<file path="src/rtl/miner_uart_pkg.sv">
// Shared definitions for the golden-nonce UART transmitter.
package miner_uart_pkg;

  // Frame sequencer states: one start bit, eight data bits, one stop bit.
  typedef enum logic [1:0] {
    IDLE  = 2'd0,
    START = 2'd1,
    DATA  = 2'd2,
    STOP  = 2'd3
  } uart_state_e;

  localparam int UART_BITS        = 8;    // data bits per UART character
  localparam int NONCE_BYTES      = 4;    // characters per 32-bit nonce
  localparam int DEFAULT_BAUD_DIV = 434;  // clock cycles per UART bit

endpackage

</file>
<file path="src/rtl/nonce_fifo.sv">
// Synchronous FIFO for golden nonces with full/empty/level flags.
// A push while full is still accepted when a pop happens on the same edge.
module nonce_fifo #(
  parameter int WIDTH = 32,
  parameter int LOG2  = 3
) (
  input  logic             clk,
  input  logic             reset,
  input  logic             push,
  input  logic [WIDTH-1:0] din,
  input  logic             pop,
  output logic [WIDTH-1:0] dout,
  output logic             accepted,
  output logic             full,
  output logic             empty,
  output logic [LOG2:0]    level
);

  localparam int DEPTH = 1 << LOG2;

  logic [WIDTH-1:0] mem [DEPTH];
  logic [LOG2-1:0]  wr_ptr;
  logic [LOG2-1:0]  rd_ptr;
  logic             pop_ok;

  assign full     = (level == (LOG2+1)'(DEPTH));
  assign empty    = (level == '0);
  assign pop_ok   = pop && !empty;
  assign accepted = push && (!full || pop_ok);
  assign dout     = mem[rd_ptr];  // first-word fall-through

  // Storage write; only the pointers carry the queue state.
  // NOTE: the array has no reset -- the level and pointers decide what is valid,
  // so clearing storage would only add a wide reset mux for nothing.
  always_ff @(posedge clk) begin
    if (accepted) begin
      mem[wr_ptr] <= din;
    end
  end

  // Pointer and occupancy bookkeeping.
  // NOTE: state registers use non-blocking assignments so every flop samples
  // the pre-edge values regardless of statement order.
  always_ff @(posedge clk) begin
    if (reset) begin
      wr_ptr <= '0;
      rd_ptr <= '0;
      level  <= '0;
    end else begin
      if (accepted) wr_ptr <= wr_ptr + LOG2'(1);
      if (pop_ok)   rd_ptr <= rd_ptr + LOG2'(1);
      case ({accepted, pop_ok})
        2'b10:   level <= level + (LOG2+1)'(1);
        2'b01:   level <= level - (LOG2+1)'(1);
        default: level <= level;
      endcase
    end
  end

endmodule

</file>
<file path="src/rtl/golden_nonce_uart_tx.sv">
// Buffers golden nonces and sends each one as four 8N1 UART characters,
// least-significant byte first, so bursts of nonces are queued instead of lost.
module golden_nonce_uart_tx
  import miner_uart_pkg::*;
#(
  parameter int BAUD_DIV  = DEFAULT_BAUD_DIV,
  parameter int FIFO_LOG2 = 3
) (
  input  logic                 hash_clk,
  input  logic                 reset,
  input  logic                 nonce_valid,
  input  logic [31:0]          nonce,
  output logic                 TxD,
  output logic                 busy,
  output logic [FIFO_LOG2:0]   fifo_level,
  output logic [7:0]           drop_count
);

  localparam logic [15:0] BAUD_LAST = 16'(BAUD_DIV - 1);
  localparam logic [2:0]  BIT_LAST  = 3'(UART_BITS - 1);
  localparam logic [1:0]  BYTE_LAST = 2'(NONCE_BYTES - 1);

  uart_state_e          state;
  logic [15:0]          baud_cnt;
  logic [2:0]           bit_idx;
  logic [1:0]           byte_idx;
  logic [31:0]          hold;      // word in flight, shifted right as bits leave

  logic [31:0]          fifo_dout;
  logic                 fifo_accepted;
  logic                 fifo_full;
  logic                 fifo_empty;

  logic                 pop;
  logic                 drop;
  logic                 baud_end;
  logic                 frame_done;
  logic                 active_next;
  logic [FIFO_LOG2:0]   level_next;

  nonce_fifo #(
    .WIDTH (32),
    .LOG2  (FIFO_LOG2)
  ) u_fifo (
    .clk      (hash_clk),
    .reset    (reset),
    .push     (nonce_valid),
    .din      (nonce),
    .pop      (pop),
    .dout     (fifo_dout),
    .accepted (fifo_accepted),
    .full     (fifo_full),
    .empty    (fifo_empty),
    .level    (fifo_level)
  );

  assign pop        = (state == IDLE) && !fifo_empty;
  assign drop       = nonce_valid && !fifo_accepted;
  assign baud_end   = (baud_cnt == BAUD_LAST);
  assign frame_done = (state == STOP) && baud_end && (byte_idx == BYTE_LAST);
  assign active_next = pop || ((state != IDLE) && !frame_done);

  // Queue occupancy after this edge, used to register busy without a cycle lag.
  // NOTE: the default assignment first keeps this block purely combinational;
  // leaving any path unassigned would infer a latch.
  always_comb begin
    level_next = fifo_level;
    if (fifo_accepted && !pop) begin
      level_next = fifo_level + (FIFO_LOG2+1)'(1);
    end else if (!fifo_accepted && pop) begin
      level_next = fifo_level - (FIFO_LOG2+1)'(1);
    end
  end

  // Frame sequencer: baud timing, bit/byte stepping and the registered line.
  always_ff @(posedge hash_clk) begin
    if (reset) begin
      state    <= IDLE;
      baud_cnt <= '0;
      bit_idx  <= '0;
      byte_idx <= '0;
      hold     <= '0;
      TxD      <= 1'b1;
      busy     <= 1'b0;
    end else begin
      busy <= active_next || (level_next != '0);

      if (state != IDLE) begin
        baud_cnt <= baud_end ? 16'd0 : baud_cnt + 16'd1;
      end

      case (state)
        IDLE: begin
          if (pop) begin
            state    <= START;
            hold     <= fifo_dout;
            byte_idx <= '0;
            baud_cnt <= '0;
            TxD      <= 1'b0;
          end
        end
        START: begin
          if (baud_end) begin
            state   <= DATA;
            bit_idx <= '0;
            TxD     <= hold[0];
            hold    <= {1'b0, hold[31:1]};
          end
        end
        DATA: begin
          if (baud_end) begin
            if (bit_idx == BIT_LAST) begin
              state <= STOP;
              TxD   <= 1'b1;
            end else begin
              bit_idx <= bit_idx + 3'd1;
              TxD     <= hold[0];
              hold    <= {1'b0, hold[31:1]};
            end
          end
        end
        STOP: begin
          if (baud_end) begin
            if (byte_idx == BYTE_LAST) begin
              state <= IDLE;
            end else begin
              byte_idx <= byte_idx + 2'd1;
              state    <= START;
              TxD      <= 1'b0;
            end
          end
        end
        default: state <= IDLE;
      endcase
    end
  end

  // Saturating count of nonces refused because the queue was full.
  always_ff @(posedge hash_clk) begin
    if (reset) begin
      drop_count <= '0;
    end else if (drop && (drop_count != 8'hFF)) begin
      drop_count <= drop_count + 8'd1;
    end
  end

endmodule

</file>
<file path="config.mk">
export PLATFORM = sky130hd
export DESIGN_NAME = golden_nonce_uart_tx
export DESIGN_NICKNAME = d
export VERILOG_FILES = /design/src/rtl/miner_uart_pkg.sv /design/src/rtl/nonce_fifo.sv /design/src/rtl/golden_nonce_uart_tx.sv
export SDC_FILE = /design/constraint.sdc
export NUM_CORES = 1
export LEC_CHECK = 0
export BUFFER_PORTS_ARGS = -buffer_cell sky130_fd_sc_hd__buf_4
export CAP_MARGIN = 0
export CORE_MARGIN = 5
export CORE_UTILIZATION = 55
export DETAILED_ROUTE_END_ITERATION = 16
export GPL_ROUTABILITY_DRIVEN = 0
export GPL_TIMING_DRIVEN = 0
export PLACE_DENSITY_LB_ADDON = 0.05
export SYNTH_ARGS = -nofsm -noshare
export SYNTH_HDL_FRONTEND = slang
export SYNTH_HIERARCHICAL = 1
export SYNTH_SLANG_ARGS = --single-unit
</file>
<file path="constraint.sdc">
create_clock -name hash_clk -period 12.3 [get_ports hash_clk]
set_input_delay 3.075 -clock hash_clk [delete_from_list [all_inputs] [get_ports hash_clk]]
set_output_delay 3.075 -clock hash_clk [all_outputs]
set_load 0.05 [all_outputs]
</file>
======== Word-level counts from Yosys, hierarchy flattened ========
Memories as Yosys holds them, arrays and structs flattened. A register that Yosys moved wholly into a read port is not among the register bits.
Index checks and enable logic that the tools add are counted.
storage, ports and cells
  input bits .............................. 35
  register bits after elaboration ......... 75
  output and inout bits ................... 14
  logic and storage cells ................. 106
  memory bits (writable) .................. 256
  memories kept ........................... 1
cells by class
  add/subtract/negate cells ............... 8
  reductions and logical operators ........ 31
  equal/unequal tests ..................... 17
  mux-type cells .......................... 38
memories
  name        words  width  rd ports  clocked after memory_dff  write ports  line              RTL
  u_fifo.mem  8      32     1         1                         1            nonce_fifo.sv:21  logic [WIDTH-1:0] mem [DEPTH];
operators by type and width
  cell                                                                     number
  32-bit two-way mux                                                       4
  32-bit one-hot mux with 3 select lines                                   1
  16-bit two-way mux                                                       4
  16-bit by 1-bit adder with 16-bit output (second input constant)         1
  16-bit by 9-bit equality test with 1-bit output (second input constant)  1
  2-bit two-way mux                                                        8
  3-bit two-way mux                                                        5
  5-bit AND reduction                                                      3
  2-bit inequality test (second input constant)                            7
  1-bit logical AND                                                        10
  3-bit by 1-bit adder with 3-bit output (second input constant)           3
  1-bit two-way mux                                                        9
  8-bit by 1-bit adder with 8-bit output (second input constant)           1
  2-bit equality test (second input constant)                              4
  4-bit two-way mux                                                        2
  8-bit inequality test (second input constant)                            1
  2-bit one-hot mux with 4 select lines                                    1
  4-bit one-hot mux with 2 select lines                                    1
  4-bit AND reduction                                                      2
  2-bit nonzero test                                                       4
  3-bit one-hot mux with 2 select lines                                    1
  1-bit logical NOT                                                        5
  4-bit by 1-bit adder with 4-bit output (second input constant)           1
  2-bit by 1-bit equality test with 1-bit output (second input constant)   2
  other kinds (11)                                                         13

======== Depth between registers and ports, before layout ========
  depth after elaboration ................. 12
  depth in mapped cells ................... 14
  mapped depth without buffers ............ 12

======== Modules after synthesis ========
The synthesis kept the hierarchy.
by module, submodules not included
  module                instances  cells each  area an instance (µm²)  seq. area each (µm²)
  nonce_fifo            1          455         10515.1                 7947.6
  golden_nonce_uart_tx  1          377         3532.1                  1301.2

======== Worst setup path before layout ========
OpenSTA, ideal clock, no wires.
  path type ............................... input port to flip-flop
  start point ............................. in nonce_valid
  end point ............................... mem u_fifo.mem[0][0] (enable)
  buffers on the path ..................... 1
  arrival ................................. 5.873 ns
  stages on the path ...................... 4
  library setup time ...................... 0.461 ns
  setup slack ............................. 5.966 ns
  data required time ...................... 11.839 ns
  path through ............................ buf_2 -> o21a_1 -> nand2b_1 -> nor3_1
between the ends
  cells in the longest elaborated chain, start to end .. 3
ends and longest elaborated chain
  what                                     line                        RTL
  start: declaration                       golden_nonce_uart_tx.sv:11  input logic nonce_valid,
  1-bit logical AND                        nonce_fifo.sv:29            assign accepted = push && (!full || pop_ok);
  via fifo_accepted                        golden_nonce_uart_tx.sv:30  logic fifo_accepted;
  1-bit two-way mux                        nonce_fifo.sv:36            if (accepted) begin
  1-bit two-way mux (not written as such)  nonce_fifo.sv:37            mem[wr_ptr] <= din;
  end: declaration                         nonce_fifo.sv:21
The timed path passes the listed nets, and every way through them passes these cells.

======== Final worst setup path ========
  start point ............................. in nonce_valid
  end point ............................... mem u_fifo.mem[0][14] (enable)
The elaborated chain is that of the path after synthesis.

==> impl_results.md <==
- Outcome: finished clean
- Clock skew: 15.5 ps
- Post_cts resized: 0
- CP arrival: 5220 ps
- Post-synthesis cell count: 831
- Die area: 28800 um2
- Crit end category: flip-flop
- Antenna viol nets, final: 0
- Leakage Power: 5.48 nW
- Initial Util: 55.8%
- Unrepaired setup endpoints after global routing: no
- Maximum fanout along the worst path: 10
- Tightest Pin Transition: 904 ps
- Max clock buf depth: 3
- Crit path required time: 12520 ps
- Worst hold margin: 480 ps
- Hold path depth: 2
- Area Overhead vs Synth: 16.2%
- First-pass GRT wire length: 44000 um
- Max_slew headroom: 39.6%
- Wire per inst: 22.2 um
- Synth Warn #: 6
- Worst r2r path cells: 12
- CTS tree: done
- CTS buffer count: 36
- 1st-iter DRT viols: 466
- Hold-fix buffers, CTS: 0
- Worst Setup Start Kind: primary input
- Gr usage total: 19.8%
- Vias: 7745
- Fmax: 200 MHz
- Period utilization: 40.6%
- Clk pwr share: 30.8%
- Inst Count DP: 1223
- N_diodes: 0
- Cell Pwr Density: 210 nW/um2
- Clock root buffer: clkbuf_16
- Reg clk slew, reported paths: 60 ps
- Layout cell share with drive strength beyond 1: 25.9%
- Max_cap viols: 0
- Minimum clock period: 5000 ps
- Setup TNS: 0 ps
- Final Hold Viols: 0
- Switch Pwr: 1.05 mW
- Die Wd: 170 um
- Clk Latency, worst-skew pair: 520 ps
- Vias in the first global route: 7988
- HP Class: flip-flop to flip-flop
- Worst setup path class: primary input to flip-flop
- Final HPWL DP: 18700 um
- Int Power: 2.38 mW
- Combinational fraction of design power: 29.6%
- Switching part of the total: 30.7%
- Initial antenna violation count: 1
- Sink Count: 334
- Grt total ovfl: 0
- Commonest non-fill, non-tap cell in the layout: edfxtp_1
- Seq pwr share: 39.6%
- Postcts setup bufs: 0
- # setup viols final: 0
- DRC viols: 0
- Most frequent cells in the layout: 256 x edfxtp_1, 78 x dfxtp_1, 48 x buf_4
- Layout Nets: 984
- Average cell area after synthesis: 16.9 um2
- Ports: 49
- FP Rows: 58
- Cell Count, Final, Fillers Out: 1288
- Final core occ: 64.8%
- Port bufs: 48
- Pin count of the biggest net entering global routing: 21
- Post-Route WL: 28600 um
- Routed vias/inst: 6.01
- Fill cell count: 1768
- Post-synthesis net count: 884
- Vert. Die Dim: 170 um
- Mapped Area: 14000 um2
- Peak VDD IR: 0.157 mV
- CTS H-tree lvls: 2
- Final Max Tran Viols: 0
- Core area: 25200 um2
- DRT Pass-1 Iters: 5
-- final cells by class --
| cell class | count | area (um2) | share of cell area, % |
|---|---|---|---|
| multi-input cells | 433 | 4500 | 27.6 |
| repair buffers | 62 | 616 | 3.77 |
| inverters | 14 | 52.6 | 0.322 |
| flip-flops and latches | 334 | 9250 | 56.7 |
| well taps | 330 | 413 | 2.53 |
| clock buffers | 45 | 1030 | 6.30 |
| plain buffers | 50 | 292 | 1.79 |
| clock inverters | 20 | 164 | 1.00 |
-- power groups by stage --
stage | combinational [mW] | clock (mW) | sequential [mW]
3_3_place_gp | 0.972 | 0 | 1.38
5_1_grt | 1.11 | 1.13 | 1.37
3_5_place_dp | 1.02 | 0 | 1.38
6_report | 1.02 | 1.06 | 1.36
2_1_floorplan | 0.759 | 0 | 1.40
4_1_cts | 1.03 | 1.08 | 1.36
-- metal layers --
metal / part of all wire [%] / track usage, %
met3: 4.6 / 3.19
met5: 0.070 / 0
met4: 1.5 / 4.62
met2: 52 / 34.8
met1: 42 / 26.1
-- worst paths after layout --
| path | startpoint | end | slack, ps |
|---|---|---|---|
| worst max register to register | u_fifo/level[1] | u_fifo/mem[0][14] | 8500 |
| worst min-delay path | hold[31] | hold[31] | 480 |
| worst max-delay path | nonce_valid | u_fifo/mem[0][14] | 7300 |
| worst min register to register | hold[31] | hold[31] | 480 |
-- critical path, cell delays in order --
cell	delay, ps
buf_4	90
buf_2	200
o21a_1	360
nand2b_1	310
nor3_2	590
buf_6	230
buf_6	170
buf_6	180
-- stage by stage --
step | total power [mW] | setup slack (ps) | instance area, um2
2_1_floorplan | 2.15 | 5970 | 14000
3_3_place_gp | 2.35 | 3010 | 14800
3_5_place_dp | 2.40 | 6800 | 15100
4_1_cts | 3.47 | 7320 | 16300
5_1_grt | 3.61 | 7250 | 16300
6_report | 3.43 | 7300 | 16300
-- flip-flops by register name, summed over array words and instances, names as in the netlist, named ones only --
name,cells
bit_idx,3
u_fifo/level,4
drop_count,8
u_fifo/wr_ptr,3
baud_cnt,16
hold,32
state,2
byte_idx,2
u_fifo/mem,256
busy,1
TxD,1
u_fifo/rd_ptr,3
(Power assumes the default switching activity.)
